## src/rtl/pipeline_hazard_ctrl_pkg.sv

```systemverilog
// pipeline_hazard_ctrl_pkg: shared state encoding, register index constants and control bundle
package pipeline_hazard_ctrl_pkg;
  typedef enum logic [1:0] {RUN = 2'd0, MEM_WAIT = 2'd1, FLUSH = 2'd2} hazard_state_t;
  localparam logic [4:0] XZR_IDX = 5'd31;
  typedef struct packed {
    logic pc_write;
    logic if_id_write;
    logic if_id_flush;
    logic id_ex_write;
    logic id_ex_bubble;
    logic ex_mem_write;
  } hazard_ctrl_t;
  localparam hazard_ctrl_t CTRL_NORMAL = hazard_ctrl_t'(6'b110101);
  localparam hazard_ctrl_t CTRL_FREEZE = hazard_ctrl_t'(6'b000000);
  localparam hazard_ctrl_t CTRL_SQUASH = hazard_ctrl_t'(6'b111111);
  localparam hazard_ctrl_t CTRL_STALL  = hazard_ctrl_t'(6'b000111);
endpackage

```

## src/rtl/pipeline_hazard_ctrl_load_use_detect.sv

```systemverilog
// load_use_detect: flags an ID operand that depends on a load still in EX (XZR never hazards)
module load_use_detect import pipeline_hazard_ctrl_pkg::*; (
  input  logic       ex_mem_read_i,
  input  logic [4:0] ex_rd_i,
  input  logic [4:0] id_rn_i,
  input  logic [4:0] id_rm_i,
  input  logic       id_uses_rn_i,
  input  logic       id_uses_rm_i,
  output logic       load_use_o
);
  assign load_use_o = ex_mem_read_i && ex_rd_i != XZR_IDX &&
                      ((id_uses_rn_i && id_rn_i == ex_rd_i) || (id_uses_rm_i && id_rm_i == ex_rd_i));
endmodule

```

## src/rtl/pipeline_hazard_ctrl.sv

```systemverilog
// pipeline_hazard_ctrl: stall/squash/freeze sequencing for the PC, IF/ID, ID/EX and EX/MEM registers.
// HAZARD_PERF_EN adds saturating load-use bubble and taken-branch counters.
module pipeline_hazard_ctrl import pipeline_hazard_ctrl_pkg::*; #(
  parameter int FLUSH_CYCLES = 1,
  parameter int MEM_TIMEOUT  = 255
) (
  input  logic        clk,
  input  logic        rst,
  input  logic        ex_mem_read,
  input  logic [4:0]  ex_Rd,
  input  logic [4:0]  id_Rn,
  input  logic [4:0]  id_Rm,
  input  logic        id_uses_Rn,
  input  logic        id_uses_Rm,
  input  logic        branch_taken,
  input  logic        mem_busy,
  output logic        pc_write,
  output logic        if_id_write,
  output logic        if_id_flush,
  output logic        id_ex_write,
  output logic        id_ex_bubble,
  output logic        ex_mem_write,
  output logic        mem_timeout,
`ifdef HAZARD_PERF_EN
  output logic [31:0] perf_stall_cnt,
  output logic [31:0] perf_flush_cnt,
`endif
  output logic [1:0]  state_o
);
  hazard_state_t st_q, st_d;
  logic [3:0]  fl_q, fl_d;
  logic [15:0] wt_q, wt_d;
  logic        to_q, to_d, load_use, stall_ev, br_ev;
  hazard_ctrl_t ctrl;
  load_use_detect u_lud (
    .ex_mem_read_i(ex_mem_read), .ex_rd_i(ex_Rd), .id_rn_i(id_Rn), .id_rm_i(id_Rm),
    .id_uses_rn_i(id_uses_Rn), .id_uses_rm_i(id_uses_Rm), .load_use_o(load_use)
  );
  always_comb begin
    st_d     = RUN;
    fl_d     = fl_q;
    wt_d     = mem_busy ? (wt_q == 16'(MEM_TIMEOUT) ? wt_q : wt_q + 16'd1) : '0;
    to_d     = to_q;
    ctrl     = CTRL_NORMAL;
    stall_ev = 1'b0;
    br_ev    = 1'b0;
    if (mem_busy) begin
      ctrl = CTRL_FREEZE;
      st_d = st_q == FLUSH ? FLUSH : MEM_WAIT;
      to_d = to_q || ((st_q == MEM_WAIT || st_q == FLUSH) && wt_d == 16'(MEM_TIMEOUT));
    end else if (st_q == FLUSH) begin
      ctrl = CTRL_SQUASH;
      fl_d = fl_q - 4'd1;
      st_d = fl_q == 4'd1 ? RUN : FLUSH;
    end else if (branch_taken) begin
      ctrl  = CTRL_SQUASH;
      fl_d  = 4'(FLUSH_CYCLES);
      st_d  = FLUSH_CYCLES > 0 ? FLUSH : RUN;
      br_ev = 1'b1;
    end else if (load_use) begin
      ctrl     = CTRL_STALL;
      stall_ev = 1'b1;
    end
  end
  always_ff @(posedge clk or negedge rst)
    if (!rst) begin
      st_q <= RUN;
      fl_q <= '0;
      wt_q <= '0;
      to_q <= 1'b0;
    end else begin
      st_q <= st_d;
      fl_q <= fl_d;
      wt_q <= wt_d;
      to_q <= to_d;
    end
  // Reset forces every enable low combinationally, not just at the next edge
  assign {pc_write, if_id_write, if_id_flush, id_ex_write, id_ex_bubble, ex_mem_write} = rst ? ctrl : '0;
  assign mem_timeout = to_q;
  assign state_o     = st_q;
`ifdef HAZARD_PERF_EN
  logic [31:0] ps_q, pf_q;
  always_ff @(posedge clk or negedge rst)
    if (!rst) begin
      ps_q <= '0;
      pf_q <= '0;
    end else begin
      ps_q <= ps_q + 32'(stall_ev && ~&ps_q);
      pf_q <= pf_q + 32'(br_ev && ~&pf_q);
    end
  assign perf_stall_cnt = ps_q;
  assign perf_flush_cnt = pf_q;
`endif
endmodule
```

## config.mk

```make
export PLATFORM = sky130hd
export DESIGN_NAME = pipeline_hazard_ctrl
export DESIGN_NICKNAME = d
export VERILOG_FILES = /design/src/rtl/pipeline_hazard_ctrl_pkg.sv /design/src/rtl/pipeline_hazard_ctrl_load_use_detect.sv /design/src/rtl/pipeline_hazard_ctrl.sv
export SDC_FILE = /design/constraint.sdc
export NUM_CORES = 1
export LEC_CHECK = 0
export BUFFER_PORTS_ARGS = -buffer_cell sky130_fd_sc_hd__buf_4
export CORE_MARGIN = 2
export CORE_UTILIZATION = 50
export DETAILED_ROUTE_END_ITERATION = 8
export PLACE_DENSITY = 0.71
export SYNTH_ARGS = -nofsm -noshare
export SYNTH_HDL_FRONTEND = slang
export SYNTH_SLANG_ARGS = --single-unit
```

## constraint.sdc

```tcl
create_clock -name clk -period 2.9 [get_ports clk]
set_clock_uncertainty 0.15 [all_clocks]
set_input_delay 0.145 -clock clk [delete_from_list [all_inputs] [get_ports clk]]
set_output_delay 0.145 -clock clk [all_outputs]
set_load 0.02 [all_outputs]
```

==> results.py, run 1 <==
metrics = {
    "placed_design": {
        "dp_cells": 215,
        "place_congestion": 0.884,
        "dp_hpwl_um": 2380,
        "io_buffers": 30,
        "post_dp_cell_area_sq_um": 1760,
    },
    "finish": {
        "ff_latch_area_sq_um": 576,
        "fin_area_sq_um": 1810,
        "fin_nets": 215,
        "drive_gt1_frac": 0.245,
        "stdcell_count": 221,
        "area_growth_syn_to_layout_pct": 18.2,
        "n_antenna_cell": 0,
        "fill_cells": 259,
        "multi_input_area_sq_um": 891,
    },
    "die": {
        "rows": 20,
        "num_io_pins": 31,
        "initial_utilization": 0.513,
        "die_h_um": 59.3,
        "dieWidth_um": 59.3,
        "coreArea_sq_um": 2980,
        "die_area_sq_um": 3510,
    },
    "clock_network": {
        "cts_setup_buffers": 0,
        "ctsHtreeMaxLevel": 1,
        "clk_pin_slew_ns": 0.13,
        "cts_buffer_depth": 2,
        "cts.sinks": 23,
        "root_buffer": "clkbuf_4",
        "cts_tree": "built",
        "numCtsBuffers": 3,
        "insertion_delay_ns": 0.31,
    },
    "sta": {
        "final-hold-violation-count": 0,
        "min_period_ns": 2.38,
        "final_max_slew_viol_count": 0,
        "worst_pin_slew_ns": 0.420,
        "slew_headroom": 0.718,
        "rsz0062_at_grt": "no",
        "setup_viol": 0,
        "tns_ns": 0,
        "max_freq_ghz": 0.421,
        "timing.hold.ws_ns": 0.0428,
        "min_period_over_period": 0.820,
    },
    "worst_setup_path": {
        "reg2reg_slack_ns": 0.52,
        "crit_fanout": 11,
        "r2r_cells": 7,
        "startpoint_type": "flop",
        "startpoint": "wt_q[0]",
        "reg2reg_from": "wt_q[0]",
        "crit_type": "flop to flop",
        "reg2reg_to": "mem_timeout",
        "worstPathArrival_ns": 2.49,
        "worstPathRequired_ns": 3.01,
        "end_kind": "flop",
    },
    "synthesis": {
        "ys_seq_elements": 23,
        "syn_area_per_cell_sq_um": 9.67,
        "async_flop_share": 1.00,
        "synth_fp_nets": 184,
        "synth_area_leaders": "dfrtp_1 38%, xor2_1 8.0%, xnor2_1 3.4%",
        "synth-main-ff-cell": "dfrtp_1",
        "netlist_area_sq_um": 1530,
        "netlist_instances": 158,
        "yosysUniqueCellTypes": 42,
        "seq_area_frac_synth": 0.377,
        "synth_top_area_cell": "dfrtp_1",
        "synth_top_area_share": 0.377,
        "yosys_warnings": 0,
        "synth_edf_count": 0,
    },
    "global_route": {
        "grt_use_met2": 0.366,
        "grtUsageMet1": 0.231,
        "grt_overflow": 0,
        "busiest_layer": "met2",
        "antenna_found_initial": 0,
        "grt_pass1_wl_um": 5370,
        "grt.total_usage": 0.198,
        "grt_max_degree": 27,
        "first_global_vias": 1237,
        "use_met3": 0.0415,
    },
    "detailed_routing": {
        "drtAntennaViolNets": 0,
        "drt_iter0_markers": 79,
        "drc": 0,
        "post_drt_via_cell_ratio": 5.65,
        "drt-total-wl_um": 3160,
        "num_vias": 1248,
        "first_pass_iters": 4,
        "wire_per_inst_um": 14.3,
    },
    "hold_path": {
        "hold_path_class": "primary input to flop",
        "hp-start": "mem_busy",
        "min_to": "wt_q[15]",
        "holdPathStages": 2,
    },
    "power": {
        "cellLeakagePower_uw": 0.000829,
        "p_per_area_nw_per_um2": 420,
        "ir_worst_vdd_mv": 0.338,
    },
    "run": {
        "cap_violations": 0,
    },
    "outcome": {
        "run_status": "complete, no violations",
    },
}
[timing repair]
item	4_1_cts	5_1_grt
gates resized for setup	0	0
endpoints found under the hold margin	24	0
hold buffers	2	0
[routing by layer]
metal | share of wire | up-vias
met4 | 0.0060 | 0
met3 | 0.033 | 4
met1 | 0.43 | 594
li1 | - | 619
met5 | 0 | -
met2 | 0.53 | 31
[placed cells by master, fill, tap and decap left out, drive strengths merged, types with 6 or more instances in the layout]
cell type  netlist  layout
buf              4      30
dfrtp           23      23
xor2            14      14
nor2            12      12
nand4            9       9
inv              7       7
nor2b            7       7
nand2            7       7
and2             7       7
o21ai            7       7
xnor2            7       7
and3             6       6
[power by group]
part	total [uW]	leakage [uW]	switching [uW]	internal [uW]
combinational	219	0.000503	107	113
clock	150	0.0000150	96.6	53.7
sequential	389	0.000311	32.7	357
total	759	0.000829	236	523
[synth_stat cells, drive strengths merged (3+ instances only)]
cell type	number
a21oi	4
a22o	3
a31oi	3
and2	7
and3	6
and4	3
buf	4
dfrtp	23
ha	4
inv	7
nand2	7
nand3	4
nand4	9
nor2	12
nor2b	7
nor3	4
nor4	4
o21ai	7
xnor2	7
xor2	14
[worst max-delay path by stage]
stage / end / depth (start not counted)
2_1_floorplan: mem_timeout / 6
3_3_place_gp: mem_timeout / 7
3_5_place_dp: mem_timeout / 7
4_1_cts: mem_timeout / 7
5_1_grt: mem_timeout / 7
6_report: mem_timeout / 7
[flip-flops by register name (all words and copies together), names as in the netlist]
name and count:
fl_q 4, mem_timeout 1, state_o 2, wt_q 16
[kinds of logic after synthesis]
kind of cell | Yosys count | share of synthesized area
simple gates | 71 | 0.305
compound gates | 24 | 0.106
flops | 23 | 0.377
xor+xnor | 21 | 0.125
buf+inv | 13 | 0.0401
fa+ha+maj | 4 | 0.0328
mux | 2 | 0.0139
[metrics by stage]
step	power, uW	util	setup slack [ns]
floorplan	532	-	0.942
global placement	603	0.591	0.662
detailed placement	612	0.591	0.570
CTS	763	0.606	0.508
global route	811	0.606	0.363
finish	759	0.606	0.523
[layout make-up]
| cell class | count | share of cell area |
|---|---|---|
| Sequential cell | 23 | 0.319 |
| Clock buffer | 4 | 0.0146 |
| Tap cell | 33 | 0.0229 |
| Timing Repair Buffer | 32 | 0.136 |
| Inverter | 7 | 0.0146 |
| Multi-Input combinational cell | 122 | 0.493 |
[worst max-delay path: stages, from the launching register on]
cell	delay, ns
dfrtp_1	0.46
ha_1	0.37
and4_2	0.34
nand4_4	0.17
and4_2	0.32
xnor2_2	0.15
nor3b_2	0.20
a41o_1	0.16
Note: power is estimated with default switching activity, not from simulation.
==> inputs of run 2 (changes only) <==
Settings changed: ABC_AREA set to 1, PLACE_DENSITY 0.71 to 0.7.
Clock period 2.9 ns to 2.3 ns, I/O delays scaled along.
==> run 2 against run 1 <==
  * Power grew 15%
  * Critical path type is now flop to output pin
  * Setup slack lost 0.30 ns
  * Critical path depth is the same
  * Core utilization grew 1.7 points
  * Die area grew 3.4%
  * Sequential share of layout area shrank 1.4 points
  * Global-route usage grew 0.82 points
  * Via count grew 16%
  * Combinational power is essentially flat
==> results.py, run 2 <==
metrics = {
    "die": {
        "die_area_sq_um": 3630,
        "coreArea_sq_um": 3030,
        "die_h_um": 60.3,
        "initial_utilization": 0.523,
        "num_io_pins": 31,
        "dieWidth_um": 60.3,
        "rows": 20,
    },
    "worst_setup_path": {
        "crit_chain": "inv_1 -> ha_1 -> nor2_1 -> nor2_1 -> inv_1 -> o21ai_0 -> buf_4",
        "critPathTopFamily": "flip-flops",
        "r2r_cells": 9,
        "slowest_stage": "dfrtp_1",
        "worstPathArrival_ns": 1.81,
        "path_buf_inv": 3,
        "crit_fanout": 4,
        "end_kind": "output pin",
        "crit_type": "flop to output pin",
        "reg2reg_slack_ns": 0.45,
        "reg2reg_from": "wt_q[1]",
        "reg2reg_to": "mem_timeout",
        "startpoint_type": "flop",
        "worstPathRequired_ns": 2.04,
        "critPathMaxStageDelay_ns": 0.40,
    },
    "clock_network": {
        "cts.hold.buffers_added": 2,
        "cts_tree": "built",
        "insertion_delay_ns": 0.31,
        "numCtsBuffers": 3,
        "cts_buffer_depth": 2,
        "clk_pin_slew_ns": 0.13,
        "root_buffer": "clkbuf_4",
        "ctsHtreeMaxLevel": 1,
        "cts_setup_buffers": 0,
        "cts.sinks": 23,
        "post_cts_resize_count": 0,
    },
    "finish": {
        "regMostFlops": "wt_q",
        "fill_cells": 283,
        "mostFrequentLayoutCell": "nand2_1",
        "drive_gt1_frac": 0.161,
        "multi_input_area_sq_um": 830,
        "fin_util": 0.623,
        "n_antenna_cell": 0,
        "ff_latch_area_sq_um": 576,
        "mostFrequentLayoutCells": "48 x nand2_1, 41 x nor2_1, 40 x inv_1",
        "area_growth_syn_to_layout_pct": 19.2,
        "fin_nets": 288,
        "largest_reg_flops": 16,
    },
    "power": {
        "cellLeakagePower_uw": 0.00106,
        "p_per_area_nw_per_um2": 463,
        "ir_worst_vdd_mv": 0.399,
        "power.total_uw": 873,
    },
    "sta": {
        "min_period_over_period": 0.902,
        "fin_ws_ns": 0.226,
        "final_max_slew_viol_count": 0,
        "rsz0062_at_grt": "no",
        "timing.hold.ws_ns": 0.0518,
        "tns_ns": 0,
        "min_period_ns": 2.07,
        "max_freq_ghz": 0.482,
        "setup_viol": 0,
        "worst_pin_slew_ns": 0.330,
        "slew_headroom": 0.779,
        "final-hold-violation-count": 0,
    },
    "synthesis": {
        "yosysMostFrequentCell": "nand2_1",
        "synth_top_area_cell": "dfrtp_1",
        "synth-main-ff-cell": "dfrtp_1",
        "yosysUniqueCellTypes": 31,
        "async_flop_share": 1.00,
        "synth_top_area_share": 0.364,
        "syn_area_per_cell_sq_um": 6.91,
        "synth_area_leaders": "dfrtp_1 36%, nand2_1 11%, nor2_1 9.7%",
        "synth_fp_nets": 255,
        "netlist_area_sq_um": 1580,
        "yosys_warnings": 0,
        "seq_area_frac_synth": 0.364,
        "netlist_instances": 229,
        "synth_common_cells": "48 x nand2_1, 41 x nor2_1, 40 x inv_1, 23 x dfrtp_1, 23 x nand3_1",
        "ys_seq_elements": 23,
        "synth_edf_count": 0,
    },
    "hold_path": {
        "min_to": "state_o[1]",
        "hold_path_class": "primary input to flop",
        "hp-start": "branch_taken",
        "holdPathStages": 3,
    },
    "placed_design": {
        "dpl_worst_slack_ns": 0.455,
        "place_congestion": 0.861,
        "dp_hpwl_um": 2640,
        "io_buffers": 30,
    },
    "detailed_routing": {
        "wire_per_inst_um": 10.6,
        "drtAntennaViolNets": 0,
        "post_drt_via_cell_ratio": 4.75,
        "num_vias": 1448,
        "drc": 0,
        "drt-total-wl_um": 3240,
        "drt_iter0_markers": 83,
        "first_pass_iters": 4,
    },
    "global_route": {
        "antenna_found_initial": 0,
        "grt_pass1_wl_um": 5630,
        "grt_overflow": 0,
        "grt.total_usage": 0.206,
        "first_global_vias": 1363,
        "grt_max_degree": 25,
    },
    "outcome": {
        "run_status": "complete, no violations",
    },
    "run": {
        "cap_violations": 0,
    },
}
run 2: changes by cell type after synthesis, sizes merged, moves of 7 or more:
cell / previous run / this run
inv: 7 / 41
xor2: 14 / 7
nand3: 4 / 24
nor2: 12 / 43
nor2b: 7 / 0
nand2: 7 / 50
run 2: cell families after synthesis:
family          after synthesis  synth area share
simple gates                128             0.366
buf+inv                      45             0.112
flops                        23             0.364
compound gates               21            0.0822
xor+xnor                      8            0.0443
fa+ha+maj                     4            0.0316
run 2: area by class of cell:
class | count | share of cell area
clock buffer | 3 | 0.0119
clock inverter | 1 | 0.00265
inverter | 41 | 0.0816
multi-input combinational | 161 | 0.440
sequential | 23 | 0.305
tap | 44 | 0.0292
timing repair buffer | 32 | 0.130
run 2: power by group:
part | leakage [uW] | switching [uW] | internal, uW
clock network | 0.0000177 | 123 | 65.0
registers | 0.000305 | 26.1 | 440
logic | 0.000735 | 119 | 99.5
run 2: how the worst max path moves through the flow:
| stage | end | startpoint | slack (ns) | cells past startpoint |
|---|---|---|---|---|
| floorplan | pc_write | state_o[0] | 0.21 | 7 |
| global placement | mem_timeout | wt_q[0] | 0.50 | 9 |
| detailed placement | mem_timeout | wt_q[1] | 0.46 | 9 |
| CTS | pc_write | state_o[0] | 0.23 | 7 |
| global route | pc_write | state_o[0] | 0.05 | 7 |
| finish | pc_write | state_o[0] | 0.23 | 7 |
run 2: through the flow:
stage	instances	cell area (sq um)
after floorplan	229	1580
after global placement	299	1840
after detailed placement	299	1840
after CTS	305	1890
after global routing	305	1890
final	305	1890
run 2: layer usage:
layer	up-vias	global-route usage	routed length, um
met1	630	0.263	1550
met3	2	0.0390	149
met5	-	0	0
met2	36	0.349	1520
met4	0	0.0667	20
li1	780	-	-
run 2: worst register-to-register path, cell delays in order (launching register included):
cell	delay (ns)
dfrtp_1	0.40
ha_1	0.24
nand3_4	0.14
nor2_8	0.19
nand2_4	0.10
o21ai_0	0.14
nand4_1	0.18
nor2_1	0.13
nand3_1	0.07
nand2_1	0.06
